--- src/rtl/bus_fabric.sv ---
// Single-master, multi-slave memory-mapped interconnect with registered decode,
// per-slave valid/ready handshake, timeout abort and first-error capture.
module bus_fabric #(
  parameter int unsigned          SLAVES     = 4,
  parameter logic [SLAVES*32-1:0] SLAVE_BASE = '0,
  parameter logic [SLAVES*32-1:0] SLAVE_MASK = '0,
  parameter int unsigned          TIMEOUT    = 255
) (
  input  logic                 clk,
  input  logic                 rst,
  input  logic                 m_valid,
  input  logic [31:0]          m_addr,
  input  logic [31:0]          m_wdata,
  input  logic [3:0]           m_wstrb,
  output logic                 m_ready,
  output logic [31:0]          m_rdata,
  output logic                 m_err,
  output logic [SLAVES-1:0]    s_sel,
  output logic [31:0]          s_addr,
  output logic [31:0]          s_wdata,
  output logic [3:0]           s_wstrb,
  input  logic [SLAVES-1:0]    s_ready,
  input  logic [SLAVES*32-1:0] s_rdata,
  output logic                 err_valid,
  output logic [31:0]          err_addr,
  output logic [1:0]           err_code,
  output logic [7:0]           err_count,
  input  logic                 err_clear
);

  localparam int unsigned IDX_W = (SLAVES > 1) ? $clog2(SLAVES) : 1;
  localparam int unsigned CNT_W = 16;
  localparam logic [CNT_W-1:0] WAIT_LAST = CNT_W'(TIMEOUT - 1);

  localparam logic [1:0] ST_IDLE   = 2'd0;
  localparam logic [1:0] ST_ACCESS = 2'd1;
  localparam logic [1:0] ST_RESP   = 2'd2;

  localparam logic [1:0] ERR_UNMAPPED = 2'b01;
  localparam logic [1:0] ERR_TIMEOUT  = 2'b10;

  logic [1:0]        state_q, state_d;
  logic [IDX_W-1:0]  idx_q, idx_d;
  logic [CNT_W-1:0]  wait_q, wait_d;

  logic              m_ready_d, m_err_d;
  logic [31:0]       m_rdata_d;
  logic [SLAVES-1:0] s_sel_d;
  logic [31:0]       s_addr_d, s_wdata_d;
  logic [3:0]        s_wstrb_d;
  logic              err_valid_d;
  logic [31:0]       err_addr_d;
  logic [1:0]        err_code_d;
  logic [7:0]        err_count_d;

  logic              hit;
  logic [IDX_W-1:0]  hit_idx;
  logic              sel_ready;
  logic [31:0]       sel_rdata;
  logic              err_new;
  logic [1:0]        err_new_code;
  logic [31:0]       err_new_addr;

  // Address decode: walk downwards so the lowest matching index is the last one written.
  always_comb begin
    hit     = 1'b0;
    hit_idx = '0;
    for (int i = int'(SLAVES) - 1; i >= 0; i--) begin
      if ((m_addr & SLAVE_MASK[32*i +: 32]) ==
          (SLAVE_BASE[32*i +: 32] & SLAVE_MASK[32*i +: 32])) begin
        hit     = 1'b1;
        hit_idx = IDX_W'(i);
      end
    end
  end

  // Ready/read-data of the slave currently being accessed; other slaves are ignored.
  always_comb begin
    sel_ready = 1'b0;
    sel_rdata = '0;
    for (int i = 0; i < int'(SLAVES); i++) begin
      if (idx_q == IDX_W'(i)) begin
        sel_ready = s_ready[i];
        sel_rdata = s_rdata[32*i +: 32];
      end
    end
  end

  // Next-state and next-output logic.
  always_comb begin
    state_d      = state_q;
    idx_d        = idx_q;
    wait_d       = wait_q;
    m_ready_d    = 1'b0;
    m_err_d      = 1'b0;
    m_rdata_d    = m_rdata;
    s_sel_d      = s_sel;
    s_addr_d     = s_addr;
    s_wdata_d    = s_wdata;
    s_wstrb_d    = s_wstrb;
    err_valid_d  = err_valid;
    err_addr_d   = err_addr;
    err_code_d   = err_code;
    err_count_d  = err_count;
    err_new      = 1'b0;
    err_new_code = ERR_UNMAPPED;
    err_new_addr = m_addr;

    case (state_q)
      ST_IDLE: begin
        if (m_valid) begin
          s_addr_d  = m_addr;
          s_wdata_d = m_wdata;
          s_wstrb_d = m_wstrb;
          if (hit) begin
            state_d = ST_ACCESS;
            idx_d   = hit_idx;
            wait_d  = '0;
            s_sel_d = SLAVES'(1) << hit_idx;
          end else begin
            state_d      = ST_RESP;
            m_ready_d    = 1'b1;
            m_err_d      = 1'b1;
            m_rdata_d    = '0;
            err_new      = 1'b1;
            err_new_code = ERR_UNMAPPED;
            err_new_addr = m_addr;
          end
        end
      end
      ST_ACCESS: begin
        if (sel_ready) begin
          state_d   = ST_RESP;
          m_ready_d = 1'b1;
          m_rdata_d = (s_wstrb == 4'b0000) ? sel_rdata : 32'h0;
          s_sel_d   = '0;
        end else if (wait_q == WAIT_LAST) begin
          state_d      = ST_RESP;
          m_ready_d    = 1'b1;
          m_err_d      = 1'b1;
          m_rdata_d    = '0;
          s_sel_d      = '0;
          err_new      = 1'b1;
          err_new_code = ERR_TIMEOUT;
          err_new_addr = s_addr;
        end else begin
          wait_d = wait_q + CNT_W'(1);
        end
      end
      ST_RESP: begin
        state_d = ST_IDLE;
      end
      default: begin
        state_d = ST_IDLE;
        s_sel_d = '0;
      end
    endcase

    // A new error outranks a simultaneous clear and restarts the count at 1.
    if (err_new) begin
      if (err_clear || !err_valid) begin
        err_valid_d = 1'b1;
        err_addr_d  = err_new_addr;
        err_code_d  = err_new_code;
      end
      if (err_clear) begin
        err_count_d = 8'd1;
      end else if (err_count != 8'hFF) begin
        err_count_d = err_count + 8'd1;
      end
    end else if (err_clear) begin
      err_valid_d = 1'b0;
      err_addr_d  = '0;
      err_code_d  = '0;
      err_count_d = '0;
    end
  end

  // State and output registers.
  always_ff @(posedge clk) begin
    if (rst) begin
      state_q   <= ST_IDLE;
      idx_q     <= '0;
      wait_q    <= '0;
      m_ready   <= 1'b0;
      m_err     <= 1'b0;
      m_rdata   <= '0;
      s_sel     <= '0;
      s_addr    <= '0;
      s_wdata   <= '0;
      s_wstrb   <= '0;
      err_valid <= 1'b0;
      err_addr  <= '0;
      err_code  <= '0;
      err_count <= '0;
    end else begin
      state_q   <= state_d;
      idx_q     <= idx_d;
      wait_q    <= wait_d;
      m_ready   <= m_ready_d;
      m_err     <= m_err_d;
      m_rdata   <= m_rdata_d;
      s_sel     <= s_sel_d;
      s_addr    <= s_addr_d;
      s_wdata   <= s_wdata_d;
      s_wstrb   <= s_wstrb_d;
      err_valid <= err_valid_d;
      err_addr  <= err_addr_d;
      err_code  <= err_code_d;
      err_count <= err_count_d;
    end
  end

endmodule
--- config.mk ---
export PLATFORM = sky130hd
export DESIGN_NAME = bus_fabric
export DESIGN_NICKNAME = d
export VERILOG_FILES = /design/src/rtl/bus_fabric.sv
export SDC_FILE = /design/constraint.sdc
export NUM_CORES = 1
export LEC_CHECK = 0
export CAP_MARGIN = 20
export CORE_AREA = 2 2 136 138
export DETAILED_ROUTE_END_ITERATION = 12
export DIE_AREA = 0 0 138 140
export GPL_TIMING_DRIVEN = 0
export PLACE_DENSITY = 0.73
export SLEW_MARGIN = 0
export SYNTH_ARGS = -nofsm -noshare
export SYNTH_HDL_FRONTEND = slang
export SYNTH_SLANG_ARGS = --single-unit
--- constraint.sdc ---
create_clock -name clk -period 3.95 [get_ports clk]
set_clock_uncertainty 0.2 [all_clocks]
set_input_delay 1.185 -clock clk [delete_from_list [all_inputs] [get_ports clk]]
set_output_delay 1.185 -clock clk [all_outputs]
set_load 0.02 [all_outputs]
# [Word level (Yosys, flattened, before mapping)]
# Cells that the tools add are included.
[classes] addsub=2 n_mul=0 n_div=0 magnitude_cmp=0 eq_ne=9 n_shift=0 mux=38 bitwise=2 reduce_logical=16
[ops] op="32-bit 2-to-1 mux" n=9
[ops] op="16-bit 2-to-1 mux" n=3
[ops] op="8-bit 2-to-1 mux" n=4
[ops] op="16-bit one-hot mux with 2 select lines" n=1
[ops] op="2-bit 2-to-1 mux" n=9
[ops] op="16-bit by 1-bit adder with 16-bit output (second input constant)" n=1
[ops] op="16-bit by 8-bit equality test with 1-bit output (second input constant)" n=1
[ops] op="4-bit 2-to-1 mux" n=3
[ops] op="4-bit one-hot mux with 3 select lines" n=1
[ops] op="2-bit AND reduction" n=5
[ops] op="8-bit by 1-bit adder with 8-bit output (second input constant)" n=1
[ops] op="8-bit inequality test (second input constant)" n=1
[ops] op="2-bit nonzero test" n=4
[ops] op="1-bit 2-to-1 mux" n=7
[ops] op="2-bit inequality test (second input constant)" n=3
[ops] op="4-bit logical NOT" n=1
[ops] op="2-bit one-hot mux with 2 select lines" n=1
[ops] op="4-bit AND reduction" n=1
[ops] op="3-bit inequality test (second input constant)" n=1
[ops] op="3-bit AND reduction" n=1
[ops] op="2-bit by 1-bit equality test with 1-bit output (second input constant)" n=1
[ops] op="2-bit equality test (second input constant)" n=1
[ops] op="2-bit logical NOT" n=1
[ops] op="2-bit by 1-bit inequality test with 1-bit output (second input constant)" n=1
[ops] op="4 further kinds" n=5
[totals] ff_bits=167 latch_bits=0 mem_bits_rw=0 romBits=0 inputBits=204 out_inout_bits=149 word_cells=80 memories=0

# [Longest topological paths before layout]
# Gate-level depths: netlist of the first run.
[depth] ltp_word=6 ltp_mapped=9 depth_no_buf=7

# [Worst setup path after synthesis of the first run]
# Ideal clock, no wire load.
[synth_path] kind="input to register" from="input rst" to="register err_addr[10]" setup_ps=59 t_arrival_ps=2403 setup_slack_ps=1288 stages=6 path_cell_list="clkbuf_1 -> or2_2 -> clkbuf_1 -> nor2_1 -> buf_2 -> a22o_1"
[synth_rtl] element="start, declared" line="10" text="input logic rst,"
[synth_rtl] element="end signal, assigned" line="208" text="err_addr <= err_addr_d;"
[synth_rtl] element="end, declared" line="25" text="output logic [31:0] err_addr,"

# [Worst setup path after layout of the first run]
[layout_path] from="input s_ready[0]" to="register err_addr[7]"
[layout_between] elab_chain_len=4 elab_cells_between_ends=9 classes_between="eq/ne: 1; mux: 6; reduce/logical: 2"
[layout_rtl] element="start, declared" line="22" text="input logic [SLAVES-1:0] s_ready,"
[layout_rtl] element="1-bit 2-to-1 mux or 32-bit 2-to-1 mux (tied branches)" line="132" text="if (sel_ready) begin"
[layout_rtl] element="1-bit 2-to-1 mux or 32-bit 2-to-1 mux (tied branches)"
[layout_rtl] element="2-bit by 1-bit inequality test with 1-bit output (no line) (tied with other cells)"
[layout_rtl] element="2-bit AND reduction (no line) or 32-bit 2-to-1 mux (tied branches)"
# Several ways; a longest one is shown, not always the timed one. The select of a mux whose other input is x is not followed.
# A chain may end at the register's enable or synchronous reset.

==> results of run 1 <==
[cells by family after synthesis]
logic type      Yosys count
compound gates          157
xor+xnor                 17
fa+ha+maj                 3
buf+inv                  51
flops                   163
mux                       1
other cells               1
simple gates            235
[synth_stat cells (all sizes together) (2+ instances only)]
master  number  area, sq um
nand2      147          552
a21oi       77          385
a22o        64          561
nor2        33          124
a211oi       2         15.0
nor4         5         43.8
nor2b        3         18.8
and2         2         12.5
or3          4         25.0
or2          3         18.8
ha           3         37.5
o21ai        9         45.0
clkbuf      22         82.6
dfxtp      163         3260
nand3        9         60.1
inv          6         22.5
o21ba        2         20.0
xnor2       16          140
nand4        4         25.0
and3         4         25.0
nor3        11         82.6
nor3b        3         33.8
buf         23          138
[per-layer routing]
metal	up-vias	part of all wire, %	GRT usage [%]
met3	14	6.7	6.29
met2	183	47	29.5
met4	0	1.4	6.55
li1	2692	-	-
met1	2543	45	22.7
met5	-	0	0
[tightest hold or removal path, delay by kind of cell (launching register included)]
kind,cells,cell delay [ns]
flops,1,0.31
compound gates,1,0.05
simple gates,1,0.05
[power by group]
group	total, mW	switching, mW	internal (mW)	leakage (nW)
clock	1.71	0.687	1.02	0.298
sequential	1.74	0.0393	1.70	1.33
combinational	0.481	0.242	0.239	1.73
total	3.93	0.968	2.96	3.35
[worst paths after layout]
path	startpoint	endpoint	slack (ns)	cells past startpoint
setup / recovery	s_ready[0]	err_addr[7]	0.74	7
hold / removal	s_wdata[19]	s_wdata[19]	0.26	2
setup reg to reg	state_q[0]	err_addr[7]	1.66	6
hold reg to reg	s_wdata[19]	s_wdata[19]	0.26	2
[area by class of cell]
type,count,area share [%]
Buffer,45,2.38
Clock buffer,18,4.75
Clock inverter,13,1.83
Inverter,6,0.244
Multi-Input combinational cell,416,25.4
Sequential cell,163,35.3
Tap cell,229,3.10
Timing Repair Buffer,249,27.0
[state kept, by name, summed over array words and instances (netlist names)]
register / count
err_valid: 1
m_rdata: 32
s_wdata: 32
s_sel: 1
wait_q: 16
s_addr: 32
err_count: 8
s_wstrb: 4
err_addr: 32
m_err: 1
err_code: 1
state_q: 2
m_ready: 1
[stage by stage]
stage	cells	area (sq um)	hold WS [ns]
final	1139	9250	0.256
after global routing	1139	9250	0.276
after CTS	1139	9250	0.259
after detailed placement	1108	8640	0.248
after global placement	1108	8640	0.240
after floorplan	630	5860	0.267
==> results.toml, run 1 <==
[timing]
finalHoldViolCount = 0
fmax_ghz = 0.312
finalCritPeriodShare_pct = 81.2
tightest_slew_ns = 0.652
grt_setup_unrepaired = "no"
final.min_clock_period_ns = 3.21
fin_ws_ns = 0.742
slew_headroom_pct = 56.5
tns_ns = 0
finalMaxSlewViolations = 0
setup_viol = 0

[power]
p_leak_nw = 3.35
max-vdd-ir-drop_mv = 0.280
power.total_mw = 3.93
power.density_mw_per_mm2 = 425

[setup_path]
worst_path_max_delay_cell = "clkdlybuf4s50_1"
critPathKind = "in -> reg"
cp-start-kind = "primary input"
crit_required_ns = 4.05
path_buf_inv = 2
crit_fanout = 10
path_cells = "clkdlybuf4s50_1 > nor3b_4 > nand3_2 > nor3_1 > nor2_1 > buf_2 > a22o_1"
slowest_delay_ns = 0.55
cp_top_family = "simple AND/OR/NAND/NOR gates"
end_kind = "flop"
arrival_ns = 3.31

[floorplanning]
io-pin-count = 353
die_w_um = 138
dieArea_sq_mm = 0.0193
core_sq_mm = 0.0178
initial_core_util_pct = 32.9
rows = 49
die-height_um = 140

[cells_and_area]
final_layout_size_suffix_gt1_share_pct = 6.92
syn2layout_area_growth_pct = 58.0
regArea_sq_mm = 0.00326
final_cell_mix = "249 x clkdlybuf4s50_1, 163 x dfxtp_1, 147 x nand2_1, 77 x a21oi_1, 64 x a22o_1"
layout_commonest_cell = "clkdlybuf4s50_1"
diodes = 0
fillers = 1692
final_core_util_pct = 52.0
nets = 1105
multi_input_area_sq_mm = 0.00235

[cts]
clk_pin_slew_ns = 0.07
postCtsHoldBufs = 0
clk_latency_ns = 0.41
post_cts_buffers = 0
cts_sinks = 163
clockBufferDepth = 2
cts.htree.levels = 4
cts_tree = "yes"
cts_root_buf = "clkbuf_16"
cts_buffers = 17
cts_resized = 0

[route]
drtPass1Iterations = 4
route.vias.total = 5432
wire_per_inst_um = 15.7
drtIter0Drc = 237
viasPerCell = 4.77
routed_wl_um = 17800
ant_nets = 0
drcViolationCount = 0

[global_routing]
grt_util_all_layers_pct = 18.2
grt-ovfl-total = 0
grt_pass1_vias = 5239
antenna_found_initial = 0
grt_pass1_wl_um = 28200
grt_max_degree = 17

[synth]
syn_area_sq_mm = 0.00585
synth_top_family_by_area = "simple AND/OR/NAND/NOR gates"
synth_xor_area_share_pct = 2.54
synth_edf_count = 0
synth-seq-cells = 163
synth_fa_ha_area_share_pct = 0.642
synth.mux.area_fraction_pct = 0.171
ys_types = 46
ys.flop_type = "dfxtp_1"
yosysSeqAreaShare_pct = 55.8
synth-simple-area-share_pct = 18.6
async_flop_share_pct = 0
yosys_warnings = 0
avgSynthCellArea_sq_um = 9.32
synth_compound_area_share_pct = 18.1
synth_cells = 628

[place]
place_congestion = 0.820
place_ws_ns = 0.309
io_buffers = 249
dp_hpwl_um = 13200

[run]
drv_cap = 0

[min_path]
hold_class = "reg -> reg"

[run_status]
status = "complete, no violations"
Power figures use the tool's default switching activity.
==> run 2, diff against run 1 <==
Settings changed: CORE_AREA 2 2 136 138 to 2 2 137 139, DIE_AREA 0 0 138 140 to 0 0 139 141, PLACE_DENSITY 0.73 to 0.72.
Clock period 3.95 ns to 3.2 ns, I/O delays scaled along.
==> run 2 against run 1 <==
Compared with the run above: cell count up 0.53%; hold slack worse by 0.0012 ns; register-to-register slack got worse by 0.88 ns; critical path type unchanged; critical endpoint is now err_addr[2]; clock power rose by 9%; critical path depth unchanged.
==> results.toml, run 2 (synthesis gave the netlist of run 1 again) <==
[setup_path]
cp_top_family = "simple AND/OR/NAND/NOR gates"
slowest_delay_ns = 0.52
path_buf_inv = 2
reg2reg_slack_ns = 0.78
worstReg2RegEnd = "err_addr[2]"
critPathKind = "in -> reg"
worstSetupStartpoint = "s_ready[0]"
crit_fanout = 10
r2r_start = "wait_q[0]"
end_kind = "flop"
worst_path_max_delay_cell = "clkdlybuf4s50_1"
arrival_ns = 3.12
r2r_cells = 8
crit_required_ns = 3.31
cp-start-kind = "primary input"
path_cells = "clkdlybuf4s50_1 > nor3b_4 > nand3_2 > nor3_1 > nor2_1 > buf_2 > a22o_1"

[route]
drcViolationCount = 0
drtIter0Drc = 212
route.vias.total = 5430
routed_wl_um = 17900
wire_per_inst_um = 15.6
viasPerCell = 4.74
ant_nets = 0
drtPass1Iterations = 4

[floorplanning]
io-pin-count = 353
rows = 50
core_sq_mm = 0.0183
die_w_um = 139
die-height_um = 141
initial_core_util_pct = 32.0
dieArea_sq_mm = 0.0196

[cells_and_area]
multi_input_area_sq_mm = 0.00235
syn2layout_area_growth_pct = 56.8
final_area_sq_mm = 0.00918
fillers = 1715
fin_cells = 1145
regArea_sq_mm = 0.00326
final_cell_mix = "249 x clkdlybuf4s50_1, 163 x dfxtp_1, 147 x nand2_1, 77 x a21oi_1, 64 x a22o_1"
layout_commonest_cell = "clkdlybuf4s50_1"
nets = 1105
final_layout_size_suffix_gt1_share_pct = 6.92

[min_path]
holdPathEnd = "s_wdata[22]"
hold_depth = 2
hold_class = "reg -> reg"
worstHoldStart = "s_wdata[22]"

[global_routing]
grt-ovfl-total = 0
grt_max_degree = 17
grt_pass1_wl_um = 28100
grt_util_all_layers_pct = 18.0
antenna_found_initial = 1
grt_pass1_vias = 5240

[timing]
finalHoldViolCount = 0
setup_viol = 0
final.min_clock_period_ns = 3.01
fin_ws_ns = 0.190
finalCritPeriodShare_pct = 94.1
grt_setup_unrepaired = "no"
tightest_slew_ns = 0.754
slew_headroom_pct = 49.6
finalMaxSlewViolations = 0
fmax_ghz = 0.332

[run]
drv_cap = 0

[place]
place_congestion = 0.798
io_buffers = 249
placed_cells = 1113
post_dp_cell_area_sq_mm = 0.00864
place_ws_ns = -0.292
dp_hpwl_um = 13000

[cts]
clk_latency_ns = 0.42
cts_resized = 0
postCtsHoldBufs = 0
cts_root_buf = "clkbuf_16"
cts_tree = "yes"
clockBufferDepth = 2
cts.htree.levels = 4
cts_sinks = 163
cts_buffers = 17
post_cts_buffers = 0
clk_pin_slew_ns = 0.06

[run_status]
status = "complete, no violations"

[power]
max-vdd-ir-drop_mv = 0.358
power.total_mw = 4.61
p_leak_nw = 3.31
power.density_mw_per_mm2 = 503
## run 2: cell count changes in the layout (fill, tap and decap cells not counted), sizes merged
cell      before  now
bufinv         3    0
clkinv         3    5
clkinvlp       1    3
clkbuf        40   39
diode          0    1
## run 2: worst max-delay path by stage
stage	endpoint	cells after the start
final	err_addr[2]	7
after global routing	err_addr[28]	7
after CTS	err_addr[23]	7
after detailed placement	err_addr[2]	6
after global placement	err_addr[3]	6
after floorplan	err_addr[10]	6
## run 2: through the flow
step | util [%] | TNS [ns] | hold WS [ns]
after floorplan | - | 0 | 0.267
after global placement | 47.3 | -10.10 | 0.241
after detailed placement | 47.3 | -10.79 | 0.247
after CTS | 50.2 | 0 | 0.256
after global routing | 50.2 | 0 | 0.268
final | 50.2 | 0 | 0.255
## run 2: per-layer routing
metal | up-vias | wire length (um) | global-route usage [%]
met5 | - | 0 | 0
met2 | 206 | 8210 | 28.7
li1 | 2694 | - | -
met4 | 0 | 597 | 9.04
met3 | 38 | 1160 | 5.26
met1 | 2492 | 7890 | 22.3
## run 2: final cells by class
| cell class | count | area share, % |
|---|---|---|
| antenna | 1 | 0.0273 |
| buffer | 45 | 2.40 |
| clock buffer | 17 | 4.64 |
| clock inverter | 14 | 1.13 |
| inverter | 6 | 0.245 |
| multi-input combinational | 416 | 25.6 |
| sequential | 163 | 35.6 |
| tap | 234 | 3.19 |
| timing repair buffer | 249 | 27.2 |
## run 2: worst reg2reg max path, stage by stage (launching register included)
cell	delay, ns
dfxtp_1	0.44
inv_1	0.07
ha_1	0.20
nor2b_1	0.15
nand3_2	0.11
nor3_1	0.06
nor2_1	0.58
buf_2	0.38
a22o_1	0.18
## run 2: where the power goes
| group | internal (mW) | leakage, nW | switching, mW | total [mW] |
|---|---|---|---|---|
| sequential | 2.10 | 1.33 | 0.0477 | 2.15 |
| combinational | 0.294 | 1.73 | 0.298 | 0.593 |
| clock | 0.997 | 0.257 | 0.873 | 1.87 |
| total | 3.39 | 3.31 | 1.22 | 4.61 |
